--- src/rtl/adder_share_arbiter.sv ---
// Four requesters share one 4-bit adder; round-robin grant, tagged pipelined results.
// Define ADDER_ARB_FIXED_PRIORITY_EN for fixed priority (requester 0 highest, no pointer).
module adder_share_arbiter #(
  parameter int LATENCY = 1
) (
  input  logic        CLK,
  input  logic        RST,
  input  logic [3:0]  req,
  input  logic [15:0] a_in,
  input  logic [15:0] b_in,
  input  logic        flush,
  output logic [3:0]  gnt,
  output logic [3:0]  res_valid,
  output logic [3:0]  sum_out,
  output logic        c_out,
  output logic        busy
);

  localparam int NS = LATENCY + 1;

  logic [3:0]    gnt_raw;
  logic [1:0]    gnt_idx;
  logic [3:0]    a_sel;
  logic [3:0]    b_sel;
  logic [4:0]    sum_new;
  logic [NS-1:0] vld;
  logic [1:0]    tag [NS];
  logic [4:0]    dat [NS];

`ifdef ADDER_ARB_FIXED_PRIORITY_EN
  always_comb begin
    gnt_raw = '0;
    gnt_idx = '0;
    for (int k = 3; k >= 0; k--) begin
      if (req[k]) begin
        gnt_raw = 4'b0001 << k;
        gnt_idx = 2'(k);
      end
    end
  end
`else
  logic [1:0] ptr;
  logic [1:0] idx;
  logic       found;

  // Search starts at the pointer and wraps, so the first hit is the round-robin winner.
  always_comb begin
    gnt_raw = '0;
    gnt_idx = '0;
    idx     = '0;
    found   = 1'b0;
    for (int k = 0; k < 4; k++) begin
      idx = ptr + 2'(k);
      if (!found && req[idx]) begin
        found   = 1'b1;
        gnt_raw = 4'b0001 << idx;
        gnt_idx = idx;
      end
    end
  end

  always_ff @(posedge CLK or negedge RST) begin
    if (!RST) begin
      ptr <= '0;
    end else if (|gnt) begin
      ptr <= gnt_idx + 2'd1;
    end
  end
`endif

  // Grants are masked during reset and in a flush cycle.
  assign gnt     = (RST && !flush) ? gnt_raw : 4'b0000;
  assign a_sel   = a_in[{gnt_idx, 2'b00} +: 4];
  assign b_sel   = b_in[{gnt_idx, 2'b00} +: 4];
  assign sum_new = {1'b0, a_sel} + {1'b0, b_sel};

  // Data registers load only alongside a valid, so the last stage holds the last result.
  always_ff @(posedge CLK or negedge RST) begin
    if (!RST) begin
      vld <= '0;
      for (int k = 0; k < NS; k++) begin
        tag[k] <= '0;
        dat[k] <= '0;
      end
    end else begin
      vld[0] <= |gnt;
      if (|gnt) begin
        tag[0] <= gnt_idx;
        dat[0] <= sum_new;
      end
      for (int k = 1; k < NS; k++) begin
        vld[k] <= vld[k-1] && !flush;
        if (vld[k-1] && !flush) begin
          tag[k] <= tag[k-1];
          dat[k] <= dat[k-1];
        end
      end
    end
  end

  assign res_valid = vld[LATENCY] ? (4'b0001 << tag[LATENCY]) : 4'b0000;
  assign sum_out   = dat[LATENCY][3:0];
  assign c_out     = dat[LATENCY][4];
  assign busy      = |vld;

endmodule

--- config.mk ---
export PLATFORM = sky130hd
export DESIGN_NAME = adder_share_arbiter
export DESIGN_NICKNAME = d
export VERILOG_FILES = /design/src/rtl/adder_share_arbiter.sv
export SDC_FILE = /design/constraint.sdc
export NUM_CORES = 1
export LEC_CHECK = 0
export CAP_MARGIN = 20
export CELL_PAD_IN_SITES_DETAIL_PLACEMENT = 1
export CELL_PAD_IN_SITES_GLOBAL_PLACEMENT = 1
export CORE_ASPECT_RATIO = 0.9
export CORE_MARGIN = 1
export CORE_UTILIZATION = 38
export DETAILED_ROUTE_END_ITERATION = 10
export PLACE_DENSITY_LB_ADDON = 0.1
export SLEW_MARGIN = 5
export SYNTH_ARGS = -nofsm -noshare
export SYNTH_HDL_FRONTEND = slang
export SYNTH_SLANG_ARGS = --single-unit
export TNS_END_PERCENT = 10
--- constraint.sdc ---
create_clock -name CLK -period 5.9 [get_ports CLK]
set_input_delay 1.18 -clock CLK [delete_from_list [all_inputs] [get_ports CLK]]
set_output_delay 1.18 -clock CLK [all_outputs]
set_load 0.02 [all_outputs]
==> results.json <==
{
  "ir_drop_mv": 0.201,
  "holdCritStartpoint": "dat[8]",
  "reg2reg_from": "ptr[0]",
  "rsz0062_at_grt": "no",
  "dr.pass1.iters": 4,
  "outcome": "completed",
  "crit_family": "buffers and inverters",
  "worst_r2r_path_depth": 9,
  "nNetsFinal": 292,
  "hpwl_um": 3660,
  "syn_area_per_cell_um2": 9.05,
  "ys_seq_area_frac": 0.253,
  "grt_pass1_wl_um": 7590,
  "grt_max_degree": 23,
  "synth_compound_area_frac": 0.127,
  "start_kind": "input pin",
  "synth_area_mm2": 0.00178,
  "cts_max_level": 1,
  "worst_pin_slew_ps": 915,
  "io_buffers": 52,
  "fin_util": 0.529,
  "worstSkewPairLatency_ps": 260,
  "cts.repair.resized": 0,
  "postSynth.asyncResetShare": 1.00,
  "viasPerCell": 5.28,
  "syn_nets": 248,
  "antenna_found_initial": 0,
  "cp.arrival_ps": 3790,
  "area_growth_pct": 33.1,
  "die_area_mm2": 0.00497,
  "maxCapViolations": 0,
  "detail-route-antenna-nets": 0,
  "grt_overflow": 0,
  "clock-skew-final_ps": 2.80,
  "vias": 1596,
  "antenna_cells": 0,
  "hold-worst-slack_ps": 471,
  "layoutNonFillerInstCount": 302,
  "whs_path_depth": 2,
  "slew_violations": 0,
  "path_clk_slew_ps": 70,
  "cpPeakStageDelay_ps": 660,
  "die_x_um": 74.2,
  "slew_headroom": 0.390,
  "cts_made_buffers": 3,
  "cts_tree": "built",
  "clockBufferDepth": 2,
  "period_share": 0.843,
  "io_pins": 53,
  "synth_edf_count": 0,
  "min_path_type": "reg2reg",
  "syn_inst": 197,
  "tns_ps": 0,
  "path_cells": "clkdlybuf4s50_1 > mux4_2 > mux2i_1 > o21ai_0 > a21oi_1 > nor2_1 > clkdlybuf4s50_1",
  "critPathBufInv": 2,
  "ys_ff_latch": 18,
  "drtIter0Drc": 85,
  "synth_simple_gate_area_frac": 0.170,
  "cts_setup_buffers": 0,
  "synthMuxAreaShare": 0.275,
  "worstPathRequired_ps": 4720,
  "drive_gt1_frac": 0.104,
  "grt_pass1_vias": 1548,
  "yosys_warnings": 0,
  "cp_max_fo": 14,
  "finalSetupViolations": 0,
  "drcViolationCount": 0,
  "core_mm2": 0.00449,
  "crit_type": "in2out",
  "rows": 23,
  "synthAdderAreaFrac": 0.0884,
  "hold_viol": 0,
  "grt_usage": 0.200,
  "finalWirelength_um": 4550,
  "synthDistinctLibCells": 43,
  "fp.dieH_um": 67.0,
  "ys.flop_type": "dfrtp_1",
  "p_total_uw": 1360,
  "min_to": "sum_out[3]",
  "fin_crit_ps": 4970,
  "clock.fmax_ghz": 0.201,
  "power.leakage_uw": 0.00110,
  "placed_cells": 298,
  "cpMostUsedCell": "clkdlybuf4s50_1",
  "worst_r2r_endpoint": "dat[7]",
  "synth_xor_xnor_area_share": 0.0147,
  "worstSetupEndpointType": "primary output",
  "root_buffer": "clkbuf_8",
  "slowest_stage": "mux4_2",
  "start_util": 0.397,
  "cts_sinks": 18,
  "gp_congestion": 0.879,
  "synth_top_family_by_area": "multiplexers",
  "p_per_area_mw_per_mm2": 575,
  "rrSetupSlack_ps": 1450,
  "wl_per_cell_um": 15.1,
  "cts_hold_buf": 0
}
==> worst reg2reg max path: stages (launching register included) <==
cell	delay [ps]
dfrtp_1	820
inv_1	340
ha_1	560
mux4_2	460
o221ai_2	740
mux2i_1	220
mux2_2	330
fa_1	460
xnor2_1	160
mux2_2	260
==> how the worst max path moves through the flow <==
stage / startpoint / end / cells after the start
after detailed placement: req[2] / gnt[2] / 7
after floorplan: req[1] / dat[9] / 14
after global routing: ptr[0] / gnt[2] / 8
after CTS: req[2] / gnt[2] / 7
final: req[3] / gnt[2] / 7
after global placement: req[3] / gnt[2] / 7
==> power by group <==
group,internal [µW],switching (µW)
Sequential,183,67.9
Combinational,494,515
Clock,59.5,43.9
Total,737,627
==> layout make-up <==
type,count,area [µm²]
inverters,10,37.5
fillers,545,2120
well taps,62,77.6
flip-flops and latches,18,450
clock buffers,4,55.1
repair buffers,55,543
multi-input cells,153,1210
==> cells in the mapped netlist, types with 3 or more instances <==
cell type | n | area [µm²]
mux2_2 | 10 | 113
a21oi_1 | 9 | 45.0
ha_1 | 11 | 138
buf_2 | 6 | 30.0
o21ai_0 | 7 | 35.0
dfrtp_1 | 18 | 450
nand2_1 | 30 | 113
buf_4 | 4 | 30.0
nor2_1 | 6 | 22.5
a31oi_1 | 3 | 18.8
mux4_2 | 3 | 67.6
nand2b_1 | 7 | 43.8
inv_1 | 10 | 37.5
clkbuf_1 | 4 | 15.0
mux2i_1 | 31 | 310
o22ai_1 | 3 | 18.8
==> kinds of logic after synthesis <==
group | count (synthesis)
mux | 44
buf+inv | 26
flops | 18
compound gates | 33
fa+ha+maj | 12
xor+xnor | 3
simple gates | 61
==> per-layer routing <==
layer / vias up / wire length, µm / track usage
met2: 47 / 2130 / 0.318
met4: 0 / 55 / 0.0505
li1: 782 / - / -
met5: - / 0 / 0
met3: 5 / 164 / 0.0197
met1: 762 / 2200 / 0.286
==> state kept, by name, summed over array words and instances, names as in the netlist <==
signal	cells
c_out	1
dat	5
tag	4
sum_out	4
vld	2
ptr	2
==> layout by cell type, fill, tap and decap left out, types with 2 or more instances in the layout <==
master            n
clkdlybuf4s50_1  52
mux2i_1          31
nand2_1          30
dfrtp_1          18
ha_1             11
inv_1            10
mux2_2           10
a21oi_1           9
nand2b_1          7
o21ai_0           7
nor2_1            6
clkbuf_8          4
a31oi_1           3
mux4_2            3
o22ai_1           3
buf_4             3
nor3_1            2
a22oi_1           2
nand3b_1          2
and3_1            2
nor3b_1           2
nand4_1           2
nor2b_1           2
xnor2_1           2
==> through the flow <==
stage	setup slack [ps]	instance area, µm²
finish	927	2370
global route	656	2370
CTS	949	2370
detailed placement	950	2320
global placement	1040	2320
floorplan	2040	1780
(Power assumes the default switching activity.)
